`config.mk`:
```
export PLATFORM = sky130hd
export DESIGN_NAME = augmented_matrix_loader
export DESIGN_NICKNAME = d
export VERILOG_FILES = /design/src/rtl/inv_mat_pkg.sv /design/src/rtl/aug_addr_gen.sv /design/src/rtl/augmented_matrix_loader.sv
export SDC_FILE = /design/constraint.sdc
export NUM_CORES = 1
export LEC_CHECK = 0
export CAP_MARGIN = 0
export CORE_ASPECT_RATIO = 1.1
export CORE_UTILIZATION = 30
export CTS_CLUSTER_SIZE = 30
export DETAILED_ROUTE_END_ITERATION = 7
export DONT_BUFFER_PORTS = 1
export SKIP_LAST_GASP = 1
export SLEW_MARGIN = 0
export SYNTH_ARGS = -nofsm -noshare
export SYNTH_HDL_FRONTEND = slang
export SYNTH_HIERARCHICAL = 1
export SYNTH_SLANG_ARGS = --single-unit
```
`constraint.sdc`:
```
create_clock -name clk -period 3 [get_ports clk]
set_input_delay 0.6 -clock clk [delete_from_list [all_inputs] [get_ports clk]]
set_output_delay 0.6 -clock clk [all_outputs]
set_load 0.01 [all_outputs]
```
`src/rtl/inv_mat_pkg.sv`:
```
`default_nettype none
// ============================================================================
// Module      : inv_mat_pkg
// Description : Shared constants, augmented-row helper and handshake FSM
//               states for the matrix-inversion pipeline.
// Revision    : 1.0 - initial release
// ============================================================================
package inv_mat_pkg;

    localparam int               c_N       = 5;
    localparam int               c_DATA_W  = 32;
    localparam logic [31:0]      c_ONE_VAL = 32'h0001_0000;   // 1.0 in Q16.16

    typedef enum logic [1:0] {
        IDLE = 2'd0,
        LOAD = 2'd1,
        DONE = 2'd2
    } state_t;

    function automatic int aug_row_len(input int n);
        return 2 * n;
    endfunction

endpackage
`default_nettype wire

```
`src/rtl/aug_addr_gen.sv`:
```
`default_nettype none
// ============================================================================
// Module      : aug_addr_gen
// Description : Row/column walker over the N x 2N augmented matrix; produces
//               the linear RAM address plus identity-half / diagonal flags.
// Revision    : 1.0 - initial release
// ============================================================================
module aug_addr_gen
    import inv_mat_pkg::*;
#(
    parameter int N         = c_N,
    parameter int ADDR_W    = 6,
    parameter int BASE_ADDR = 0
) (
    input  logic              clk,
    input  logic              rst,
    input  logic              i_clr,
    input  logic              i_adv,
    output logic [ADDR_W-1:0] o_addr,
    output logic              o_is_identity_col,
    output logic              o_is_diag,
    output logic              o_is_last
);

    localparam int c_ROW_LEN = aug_row_len(N);
    localparam int c_COL_W   = $clog2(c_ROW_LEN);
    localparam int c_ROW_W   = (N > 1) ? $clog2(N) : 1;

    localparam logic [c_COL_W-1:0] c_COL_LAST = c_COL_W'(c_ROW_LEN - 1);
    localparam logic [c_COL_W-1:0] c_COL_N    = c_COL_W'(N);
    localparam logic [c_ROW_W-1:0] c_ROW_LAST = c_ROW_W'(N - 1);

    logic [c_COL_W-1:0] r_col;
    logic [c_ROW_W-1:0] r_row;
    logic [c_COL_W-1:0] w_ident_idx;

    always_ff @(posedge clk) begin
        if (rst || i_clr) begin
            r_col <= '0;
            r_row <= '0;
        end else if (i_adv) begin
            if (r_col == c_COL_LAST) begin
                r_col <= '0;
                r_row <= r_row + 1'b1;
            end else begin
                r_col <= r_col + 1'b1;
            end
        end
    end

    assign w_ident_idx       = r_col - c_COL_N;
    assign o_is_identity_col = (r_col >= c_COL_N);
    assign o_is_diag         = o_is_identity_col && (w_ident_idx == c_COL_W'(r_row));
    assign o_is_last         = (r_col == c_COL_LAST) && (r_row == c_ROW_LAST);

    // Legal parameters guarantee this sum fits in ADDR_W bits.
    assign o_addr = ADDR_W'(BASE_ADDR)
                  + ADDR_W'(r_row) * ADDR_W'(c_ROW_LEN)
                  + ADDR_W'(r_col);

endmodule
`default_nettype wire

```
`src/rtl/augmented_matrix_loader.sv`:
```
`default_nettype none
// ============================================================================
// Module      : augmented_matrix_loader
// Description : Streams a row-major N x N matrix A in and writes [A | I]
//               into the shared RAM, then pulses done to hand the RAM over.
// Revision    : 1.0 - initial release
// ============================================================================
module augmented_matrix_loader
    import inv_mat_pkg::*;
#(
    parameter int                N         = c_N,
    parameter int                DATA_W    = c_DATA_W,
    parameter int                ADDR_W    = 6,
    parameter logic [DATA_W-1:0] ONE_VAL   = c_ONE_VAL,
    parameter int                BASE_ADDR = 0
) (
    input  logic              clk,
    input  logic              rst,
    input  logic              start,
    input  logic [DATA_W-1:0] in_data,
    input  logic              in_valid,
    output logic              in_ready,
    output logic              ram_we,
    output logic [ADDR_W-1:0] ram_addr,
    output logic [DATA_W-1:0] ram_din,
    output logic              busy,
    output logic              done
);

    generate
        if (N < 1 || BASE_ADDR < 0 ||
            BASE_ADDR + aug_row_len(N) * N > (1 << ADDR_W)) begin : g_param_check
            $error("augmented_matrix_loader: matrix does not fit in the RAM address space");
        end
    endgenerate

    state_t             r_state;
    state_t             w_state_nxt;

    logic               r_ram_we;
    logic [ADDR_W-1:0]  r_ram_addr;
    logic [DATA_W-1:0]  r_ram_din;
    logic               r_busy;
    logic               r_done;

    logic               w_clr;
    logic               w_adv;
    logic               w_we_nxt;
    logic [ADDR_W-1:0]  w_addr_nxt;
    logic [DATA_W-1:0]  w_din_nxt;
    logic               w_busy_nxt;
    logic               w_done_nxt;

    logic [ADDR_W-1:0]  w_gen_addr;
    logic               w_is_identity_col;
    logic               w_is_diag;
    logic               w_is_last;

    aug_addr_gen #(
        .N         (N),
        .ADDR_W    (ADDR_W),
        .BASE_ADDR (BASE_ADDR)
    ) u_addr_gen (
        .clk               (clk),
        .rst               (rst),
        .i_clr             (w_clr),
        .i_adv             (w_adv),
        .o_addr            (w_gen_addr),
        .o_is_identity_col (w_is_identity_col),
        .o_is_diag         (w_is_diag),
        .o_is_last         (w_is_last)
    );

    always_ff @(posedge clk) begin
        if (rst) begin
            r_state <= IDLE;
        end else begin
            r_state <= w_state_nxt;
        end
    end

    always_comb begin
        w_state_nxt = r_state;
        w_clr       = 1'b0;
        w_adv       = 1'b0;
        w_we_nxt    = 1'b0;
        w_addr_nxt  = r_ram_addr;
        w_din_nxt   = r_ram_din;
        w_busy_nxt  = r_busy;
        w_done_nxt  = 1'b0;

        case (r_state)
            IDLE: begin
                if (start) begin
                    w_state_nxt = LOAD;
                    w_clr       = 1'b1;
                    w_busy_nxt  = 1'b1;
                end
            end
            LOAD: begin
                // Identity half is self-generated; the A half waits on in_valid.
                if (w_is_identity_col) begin
                    w_adv      = 1'b1;
                    w_we_nxt   = 1'b1;
                    w_addr_nxt = w_gen_addr;
                    w_din_nxt  = w_is_diag ? ONE_VAL : '0;
                    if (w_is_last) begin
                        w_state_nxt = DONE;
                    end
                end else if (in_valid) begin
                    w_adv      = 1'b1;
                    w_we_nxt   = 1'b1;
                    w_addr_nxt = w_gen_addr;
                    w_din_nxt  = in_data;
                end
            end
            DONE: begin
                w_done_nxt  = 1'b1;
                w_busy_nxt  = 1'b0;
                w_state_nxt = IDLE;
            end
            default: begin
                w_state_nxt = IDLE;
            end
        endcase
    end

    always_ff @(posedge clk) begin
        if (rst) begin
            r_ram_we   <= 1'b0;
            r_ram_addr <= '0;
            r_ram_din  <= '0;
            r_busy     <= 1'b0;
            r_done     <= 1'b0;
        end else begin
            r_ram_we   <= w_we_nxt;
            r_ram_addr <= w_addr_nxt;
            r_ram_din  <= w_din_nxt;
            r_busy     <= w_busy_nxt;
            r_done     <= w_done_nxt;
        end
    end

    assign in_ready = (r_state == LOAD) && !w_is_identity_col;
    assign ram_we   = r_ram_we;
    assign ram_addr = r_ram_addr;
    assign ram_din  = r_ram_din;
    assign busy     = r_busy;
    assign done     = r_done;

endmodule
`default_nettype wire

```
==> reports/summary.txt, run 1 <==
final RePlAce weighted congestion: 0.746
Setup Skew: 0.00769 ns
DIE AREA: 7320 um2
H-tree Lvls: 2
Yosys Warn Count: 6
final hold violations: 0
PD cells: 537 nW/um2
Tcrit/Tclk final: 0.900
Final Max Tran Viols: 0
global-route wire length before repair: 6220 um
fraction of registers with async set/reset: 0
cell leakage power: 0.907 nW
MaxCap Viol Count: 0
Critical Path Start Type: flip-flop
clk buf depth: 2
vias per inst: 4.99
1st-pass router iterations: 4
Slew HR: 0.607
worst-path maximum fanout: 8
post-synthesis sequential area ratio: 0.478
Setup TNS: 0 ns
Post-CTS Setup Inserts: 0
ANT nets after route: 0
largest stage delay on the critical path: 0.51 ns
vias in the first global route: 1289
Post-synth EDFFs: 0
fin util: 0.336
ys flop type: dfxtp_1
placed cells: 271
Setup violations, final: 0
WP data required: 3.25 ns
worst path cell trace: ha_1 -> nand2b_1 -> a21o_1 -> nor2_1 -> nor2_1 -> nand4b_4 -> or3_1 -> a21boi_1
WL/cell: 14.4 um
DRC viols: 0
final std cells w/o fill: 279
unrepaired setup endpoints after global routing: no
initial DRC count: 37
critical setup path kind: reg -> reg
Die X: 81.6 um
crit path time final: 2.70 ns
met1 global-route usage: 0.131
final WL: 4020 um
Synth Register Bits: 50
Port Buffers: 0
global route total overflow: 0
met2 GRT Util: 0.189
met3 Resource Use GR: 0.0364
row count: 31
gr usage total: 0.113
Num CTS Buffers: 5
cell family with most CP delay: simple AND/OR/NAND/NOR gates
Hold Path Class: in -> reg
crit path buf inv count: 0
Slowest-stage cell, CP: nor2_1
clock root buffer: clkbuf_8
clock net sink count: 50
Unique masters post-synth: 32
Fmax: 370 MHz
largest net degree at the start of global routing: 32
area of the multi-input gates: 973 um2
Tightest Pin Transition: 0.587 ns
share of cells above drive strength 1: 0.0761
crit path DAT: 2.95 ns
fill cell count: 685
clk_lat worst skew: 0.31 ns
commonest non-fill, non-tap cells in the layout: dfxtp_1, a22o_1, ha_1
initial core utilization: 0.314
most common cell after layout, fill and taps aside: dfxtp_1
initial antenna violation count: 0
status: finished clean
I/O pins: 78
hpwl dp: 2900 um
area delta synth->final: 6.93%
Synth Cell Area: 2090 um2
CP dominant cell by count: nor2_1
CP endpoint kind: flip-flop
Hold WS: 0.352 ns
CTS tree: yes
GRT busiest layer: met2
core area: 6670 um2
average cell area after synthesis: 10.6 um2
post-synthesis cell count: 197
die height: 89.6 um
Mapped Nets: 246
Seq. cell area: 1000 um2
# diodes: 0
post-cts sizing count: 0
vias: 1393
VDD IR-drop max: 233 uV
Hold Buf Count CTS: 0
# nets final: 245
Worst-path clk slew: 0.10 ns
-- per-stage QoR --
stage,total power [mW],instance area (um2),setup WS [ns]
4_1_cts,1.23,2240,0.320
3_5_place_dp,0.799,2140,0.354
5_1_grt,1.27,2240,0.0619
6_report,1.20,2240,0.300
2_1_floorplan,0.791,2090,0.771
3_3_place_gp,0.799,2140,0.460
-- cell type report --
type | instances | share of cell area
inverters | 9 | 0.0151
well taps | 82 | 0.0458
flip-flops and latches | 50 | 0.447
clock buffers | 5 | 0.0307
repair buffers | 4 | 0.0134
clock inverters | 3 | 0.0129
multi-input cells | 126 | 0.435
-- final timing paths --
check | cells after the start | endpoint | startpoint | slack [ns]
max | 8 | u_addr_gen/r_row[2] | u_addr_gen/r_col[0] | 0.30
min reg2reg | 1 | r_state[0] | r_state[1] | 0.51
max reg2reg | 8 | u_addr_gen/r_row[2] | u_addr_gen/r_col[0] | 0.30
min | 1 | ram_addr[0] | rst | 0.35
-- routing by layer --
| metal | share of wire | vias up | wire length (um) |
|---|---|---|---|
| li1 | - | 698 | - |
| met1 | 0.46 | 636 | 1830 |
| met2 | 0.45 | 53 | 1820 |
| met3 | 0.076 | 6 | 307 |
| met4 | 0.017 | 0 | 67 |
| met5 | 0 | - | 0 |
-- where the power goes --
group          total (mW)  internal, mW  switching, mW
Clock               0.418         0.175          0.244
Sequential          0.713         0.687         0.0268
Combinational      0.0701        0.0306         0.0395
-- sequential cells by signal, summed over array words and instances, names as in the netlist --
register / cells
r_state: 2
u_addr_gen/r_row: 3
ram_din: 32
ram_we: 1
done: 1
busy: 1
ram_addr: 6
u_addr_gen/r_col: 4
-- cell families after synthesis --
family / Yosys count / synth area share
fa+ha+maj: 13 / 0.0813
buf+inv: 21 / 0.0610
compound gates: 55 / 0.197
flops: 50 / 0.478
mux: 2 / 0.00956
xor+xnor: 13 / 0.0544
simple gates: 43 / 0.118
-- worst reg2reg max path, delay by kind of cell, from the launching register on --
| kind | cells | cell delay, ns |
|---|---|---|
| fa+ha+maj | 1 | 0.32 |
| simple gates | 5 | 1.40 |
| compound gates | 2 | 0.42 |
| flops | 1 | 0.50 |
-- synth_stat cells, types with 3 or more instances --
cell type  instances  area [um2]
xor2_1             3        26.3
nor2b_1            4        25.0
a22o_1            31         272
dfxtp_1           50        1000
buf_6              5        56.3
a21oi_1            9        45.0
inv_1              9        33.8
buf_2              3        15.0
o21ai_0           10        50.1
nand3_1            8        40.0
nand2_1            5        18.8
ha_1              12         150
nor3_1             6        30.0
xnor2_1           10        87.6
nor2_1            10        37.5
No activity file was read; power rests on OpenSTA's default activity.
==> inputs of run 2 (changes only) <==
--- a/config.mk
+++ b/config.mk
@@ -11,6 +11,7 @@
 export CTS_CLUSTER_SIZE = 30
 export DETAILED_ROUTE_END_ITERATION = 7
 export DONT_BUFFER_PORTS = 1
+export PLACE_DENSITY = 0.43
 export SKIP_LAST_GASP = 1
 export SLEW_MARGIN = 0
 export SYNTH_ARGS = -nofsm -noshare
==> run 2 against run 1 <==
  * Clock power down 11%
  * Routed wire length up 5.8%
  * First-iteration DRC count is 78% higher
  * Critical endpoint unchanged
  * Largest cell class unchanged
==> reports/summary.txt, run 2 (synthesis gave the netlist of run 1 again) <==
clock net sink count: 50 (unchanged)
DRC viols: 0 (unchanged)
initial core utilization: 0.314 (unchanged)
Port Buffers: 0 (unchanged)
final RePlAce weighted congestion: 0.838 (+12%)
fin worst setup slack: 0.304 ns (+0.00378 ns)
cell-internal power: 0.873 mW (-2.1%)
PD cells: 523 nW/um2 (-2.6%)
WL/cell: 15.4 um (+7.0%)
cell family with most CP delay: simple AND/OR/NAND/NOR gates
vias per inst: 5.16 (+3.3%)
initial DRC count: 66 (+78%)
share of cells above drive strength 1: 0.0619 (-0.0143)
Post-CTS Setup Inserts: 0 (unchanged)
clk buf depth: 2 (unchanged)
Post-DP Area: 2130 um2 (-0.70%)
Psw: 0.280 mW (-9.8%)
global-route wire length before repair: 6460 um (+3.9%)
area delta synth->final: 5.32%
Num CTS Buffers: 5 (unchanged)
Seq. cell area: 1000 um2 (unchanged)
worst path cell trace: ha_1 -> nand2b_1 -> a21o_1 -> nor2_1 -> nor2_1 -> nand4b_4 -> or3_1 -> a21boi_1
unrepaired setup endpoints after global routing: no
Gate power share: 0.060 (+0.002)
vias in the first global route: 1378 (+6.9%)
post-cts sizing count: 0 (unchanged)
row count: 31 (unchanged)
pre-CTS setup slack: 0.356 ns (+0.00176 ns)
Hold Buf Count CTS: 0 (unchanged)
Worst-path clk slew: 0.09 ns (about the same)
fill cell count: 671 (-2.0%)
DIE AREA: 7320 um2 (unchanged)
placed cells: 269 (-0.74%)
clock share of power: 0.321 (-0.027)
sequential power share: 0.619 (+0.025)
Setup TNS: 0 ns (unchanged)
largest stage delay on the critical path: 0.50 ns (about the same)
VDD IR-drop max: 194 uV (-17%)
core area: 6670 um2 (unchanged)
final WL: 4260 um (+5.8%)
initial antenna violation count: 0 (unchanged)
worst-path maximum fanout: 8 (unchanged)
critical setup path kind: reg -> reg
MaxCap Viol Count: 0 (unchanged)
max FFs per register: 32 (unchanged)
total power draw: 1.15 mW (-4.1%)
vias: 1424 (+2.2%)
final std cells w/o fill: 276 (-1.1%)
Hold WS: 0.367 ns (+0.0151 ns)
die height: 89.6 um (unchanged)
Final Max Tran Viols: 0 (unchanged)
CTS tree: yes
cell leakage power: 0.890 nW (-1.9%)
clock root buffer: clkbuf_8
Sw Share: 0.243 (-0.0153)
final hold violations: 0 (unchanged)
clk_lat worst skew: 0.30 ns (about the same)
status: finished clean
Setup violations, final: 0 (unchanged)
crit path DAT: 2.93 ns (-0.02 ns)
Slowest-stage cell, CP: dfxtp_1
WP data required: 3.23 ns (-0.02 ns)
largest net degree at the start of global routing: 32 (unchanged)
ANT nets after route: 0 (unchanged)
crit path time final: 2.70 ns (-0.00378 ns)
fin util: 0.330 (-0.00506)
CP dominant cell by count: nor2_1
commonest non-fill, non-tap cells in the layout: dfxtp_1, a22o_1, ha_1
# nets final: 243 (-0.82%)
I/O pins: 78 (unchanged)
Die X: 81.6 um (unchanged)
Fmax: 371 MHz (+0.14%)
Setup Skew: 0.00327 ns (-0.00441 ns)
H-tree Lvls: 2 (unchanged)
Hold Path Class: in -> reg
crit path buf inv count: 0 (unchanged)
Tightest Pin Transition: 0.688 ns (+0.101 ns)
most common cell after layout, fill and taps aside: dfxtp_1
Critical Path Start Type: flip-flop
Slew HR: 0.541 (-0.0667)
hpwl dp: 3190 um (+9.9%)
global route total overflow: 0 (unchanged)
design area: 2200 um2 (-1.5%)
1st-pass router iterations: 3 (-1)
Tcrit/Tclk final: 0.899 (-0.00126)
gr usage total: 0.118 (+0.00566)
CP endpoint kind: flip-flop
# diodes: 0 (unchanged)
area of the multi-input gates: 973 um2 (unchanged)
-- run 2: area by class of cell --
cell class / instances / share of cell area
Multi-Input combinational cell: 126 / 0.442
Inverter: 9 / 0.0153
Sequential cell: 50 / 0.454
Tap cell: 82 / 0.0465
Clock buffer: 5 / 0.0312
Timing Repair Buffer: 2 / 0.00681
Clock inverter: 2 / 0.00454
-- run 2: final timing paths --
| path | start | to | slack, ns | cells past startpoint |
|---|---|---|---|---|
| worst max register to register | u_addr_gen/r_col[0] | u_addr_gen/r_row[2] | 0.30 | 8 |
| worst max-delay path | u_addr_gen/r_col[0] | u_addr_gen/r_row[2] | 0.30 | 8 |
| worst min-delay path | rst | ram_addr[5] | 0.37 | 1 |
| worst min register to register | r_state[1] | r_state[0] | 0.50 | 1 |
-- run 2: power by group through the flow --
stage               Combinational (mW)  Clock, mW  Sequential (mW)
floorplan                       0.0665          0            0.725
global placement                0.0663          0            0.730
detailed placement              0.0689          0            0.730
CTS                             0.0696      0.385            0.714
global route                    0.0782      0.413            0.718
finish                          0.0687      0.370            0.714
-- run 2: metal layers --
metal / vias up / GRT usage / wire, um
met5: - / 0 / 0
met4: 0 / 0.0654 / 106
met3: 10 / 0.0444 / 305
met2: 57 / 0.214 / 2070
met1: 663 / 0.117 / 1780
li1: 694 / - / -
==> inputs of run 3 (changes only) <==
--- a/config.mk
+++ b/config.mk
@@ -5,13 +5,16 @@
 export SDC_FILE = /design/constraint.sdc
 export NUM_CORES = 1
 export LEC_CHECK = 0
+export ABC_AREA = 0
 export CAP_MARGIN = 0
+export CELL_PAD_IN_SITES_DETAIL_PLACEMENT = 1
+export CELL_PAD_IN_SITES_GLOBAL_PLACEMENT = 2
 export CORE_ASPECT_RATIO = 1.1
 export CORE_UTILIZATION = 30
 export CTS_CLUSTER_SIZE = 30
 export DETAILED_ROUTE_END_ITERATION = 7
 export DONT_BUFFER_PORTS = 1
-export PLACE_DENSITY = 0.43
+export PLACE_DENSITY = 0.64
 export SKIP_LAST_GASP = 1
 export SLEW_MARGIN = 0
 export SYNTH_ARGS = -nofsm -noshare
==> constraint.sdc (replaced) <==
create_clock -name clk -period 3 [get_ports clk]
set_input_delay 0.3 -clock clk [delete_from_list [all_inputs] [get_ports clk]]
set_output_delay 0.3 -clock clk [all_outputs]
set_load 0.01 [all_outputs]
==> run 3 against run 2 <==
  * Count of clock-buffer cells in the layout unchanged
  * Core utilization rose by 0.43 points
  * Via count is 1.4% higher
  * Largest cell class unchanged
  * Highest routed layer unchanged
==> reports/summary.txt, run 3 (synthesis gave the netlist of run 1 again) <==
status: finished clean
DIE AREA: 7320 um2 (unchanged)
# nets final: 244 (+0.41%)
commonest non-fill, non-tap cells in the layout: dfxtp_1, a22o_1, ha_1, o21ai_0, xnor2_1
gr usage total: 0.129 (+0.0109)
cell leakage power: 0.902 nW (+1.3%)
1st-pass router iterations: 3 (unchanged)
share of cells above drive strength 1: 0.0765 (+0.0147)
H-tree Lvls: 2 (unchanged)
Num CTS Buffers: 5 (unchanged)
fill cell count: 756 (+13%)
Post-CTS Setup Inserts: 0 (unchanged)
core area: 6670 um2 (unchanged)
clk buf depth: 2 (unchanged)
# diodes: 0 (unchanged)
critical setup path kind: reg -> reg
max FFs per register: 32 (unchanged)
met2 GRT Util: 0.233 (+0.0189)
clk_lat worst skew: 0.30 ns (about the same)
CTS tree: yes
most common cell after layout, fill and taps aside: dfxtp_1
DRC viols: 0 (unchanged)
crit path DAT: 2.84 ns (-0.09 ns)
initial core utilization: 0.314 (unchanged)
reg2reg start: u_addr_gen/r_col[0]
total power draw: 1.19 mW (+3.6%)
initial DRC count: 59 (-11%)
ANT nets after route: 0 (unchanged)
WL/cell: 16.5 um (+7.0%)
area of the multi-input gates: 976 um2 (+0.26%)
pre-CTS setup slack: 0.284 ns (-0.0716 ns)
Tcrit/Tclk final: 0.868 (-0.0308)
CP endpoint kind: flip-flop
clock net sink count: 50 (unchanged)
vias in the first global route: 1457 (+5.7%)
worst path cell trace: ha_1 -> nand2b_1 -> a21o_1 -> nor2_1 -> nor2_2 -> nand4b_4 -> or3_1 -> a21boi_1
final RePlAce weighted congestion: 0.879 (+5.0%)
global-route wire length before repair: 7140 um (+11%)
Hold Path Origin: rst
largest stage delay on the critical path: 0.53 ns (+0.03 ns)
Hold Buf Count CTS: 0 (unchanged)
Setup violations, final: 0 (unchanged)
Setup TNS: 0 ns (unchanged)
Slew HR: 0.560 (+0.0198)
vias: 1444 (+1.4%)
Seq. cell area: 1000 um2 (unchanged)
clock root buffer: clkbuf_8
Crit. Startpoint: u_addr_gen/r_col[0]
Port Buffers: 0 (unchanged)
global route total overflow: 0 (unchanged)
VDD IR-drop max: 193 uV (-0.10%)
Critical Path Start Type: flip-flop
placed cells: 270 (+0.37%)
Hold Path Class: in -> reg
final hold violations: 0 (unchanged)
crit path time final: 2.60 ns (-0.0924 ns)
Tightest Pin Transition: 0.658 ns (-0.0296 ns)
hpwl dp: 3500 um (+9.6%)
WP data required: 3.24 ns (about the same)
post-cts sizing count: 0 (unchanged)
met1 global-route usage: 0.143 (+0.0259)
final WL: 4590 um (+7.8%)
Fmax: 384 MHz (+3.5%)
final std cells w/o fill: 278 (+0.72%)
vias per inst: 5.19 (+0.67%)
Final Max Tran Viols: 0 (unchanged)
unrepaired setup endpoints after global routing: no
PD cells: 535 nW/um2 (+2.3%)
largest net degree at the start of global routing: 32 (unchanged)
worst-path maximum fanout: 8 (unchanged)
GRT busiest layer: met2
die height: 89.6 um (unchanged)
MaxCap Viol Count: 0 (unchanged)
area delta synth->final: 6.69%
Worst-path clk slew: 0.10 ns (about the same)
Setup Skew: 0.00673 ns (+0.00346 ns)
Slowest-stage cell, CP: dfxtp_1
met3 Resource Use GR: 0.0333 (-0.0111)
I/O pins: 78 (unchanged)
fin worst setup slack: 0.396 ns (+0.0924 ns)
row count: 31 (unchanged)
initial antenna violation count: 0 (unchanged)
Die X: 81.6 um (unchanged)
-- run 3: layout make-up --
class	instances	area share
Clock buffer	5	0.0308
Clock inverter	3	0.0129
Inverter	9	0.0151
Multi-Input combinational cell	126	0.437
Sequential cell	50	0.448
Tap cell	82	0.0459
Timing Repair Buffer	3	0.0101
-- run 3: worst paths after layout --
path	slack, ns	depth (start not counted)	endpoint
worst max-delay path	0.40	8	u_addr_gen/r_row[2]
worst min-delay path	0.06	1	r_state[0]
worst max register to register	0.40	8	u_addr_gen/r_row[2]
worst min register to register	0.50	1	r_state[0]
-- run 3: routing by layer --
metal  up-vias  part of all wire
met4         0             0.015
met2        49              0.50
met3         7             0.053
met1       693              0.43
li1        695                 -
met5         -                 0
-- run 3: worst max-delay path: cells and delay by family (launching register included) --
kind                       cells  cell delay, ns
and+or+nand+nor                5            1.24
DFF                            1            0.53
AOI/OAI and AO/OA              2            0.43
adders and majority gates      1            0.33
-- run 3: power by group --
group          total (mW)  internal (mW)  switching [mW]  leakage (nW)
clock               0.409          0.173           0.236        0.0502
sequential          0.715          0.686          0.0282         0.407
combinational      0.0698         0.0297          0.0401         0.445
total                1.19          0.889           0.305         0.902
-- run 3: stage by stage --
| step | hold WS [ns] | instance area [um2] | utilization |
|---|---|---|---|
| finish | 0.0638 | 2230 | 0.335 |
| global route | 0.0411 | 2230 | 0.335 |
| CTS | 0.0430 | 2230 | 0.334 |
| detailed placement | 0.381 | 2130 | 0.320 |
| global placement | 0.379 | 2130 | 0.320 |
| floorplan | 0.372 | 2090 | - |
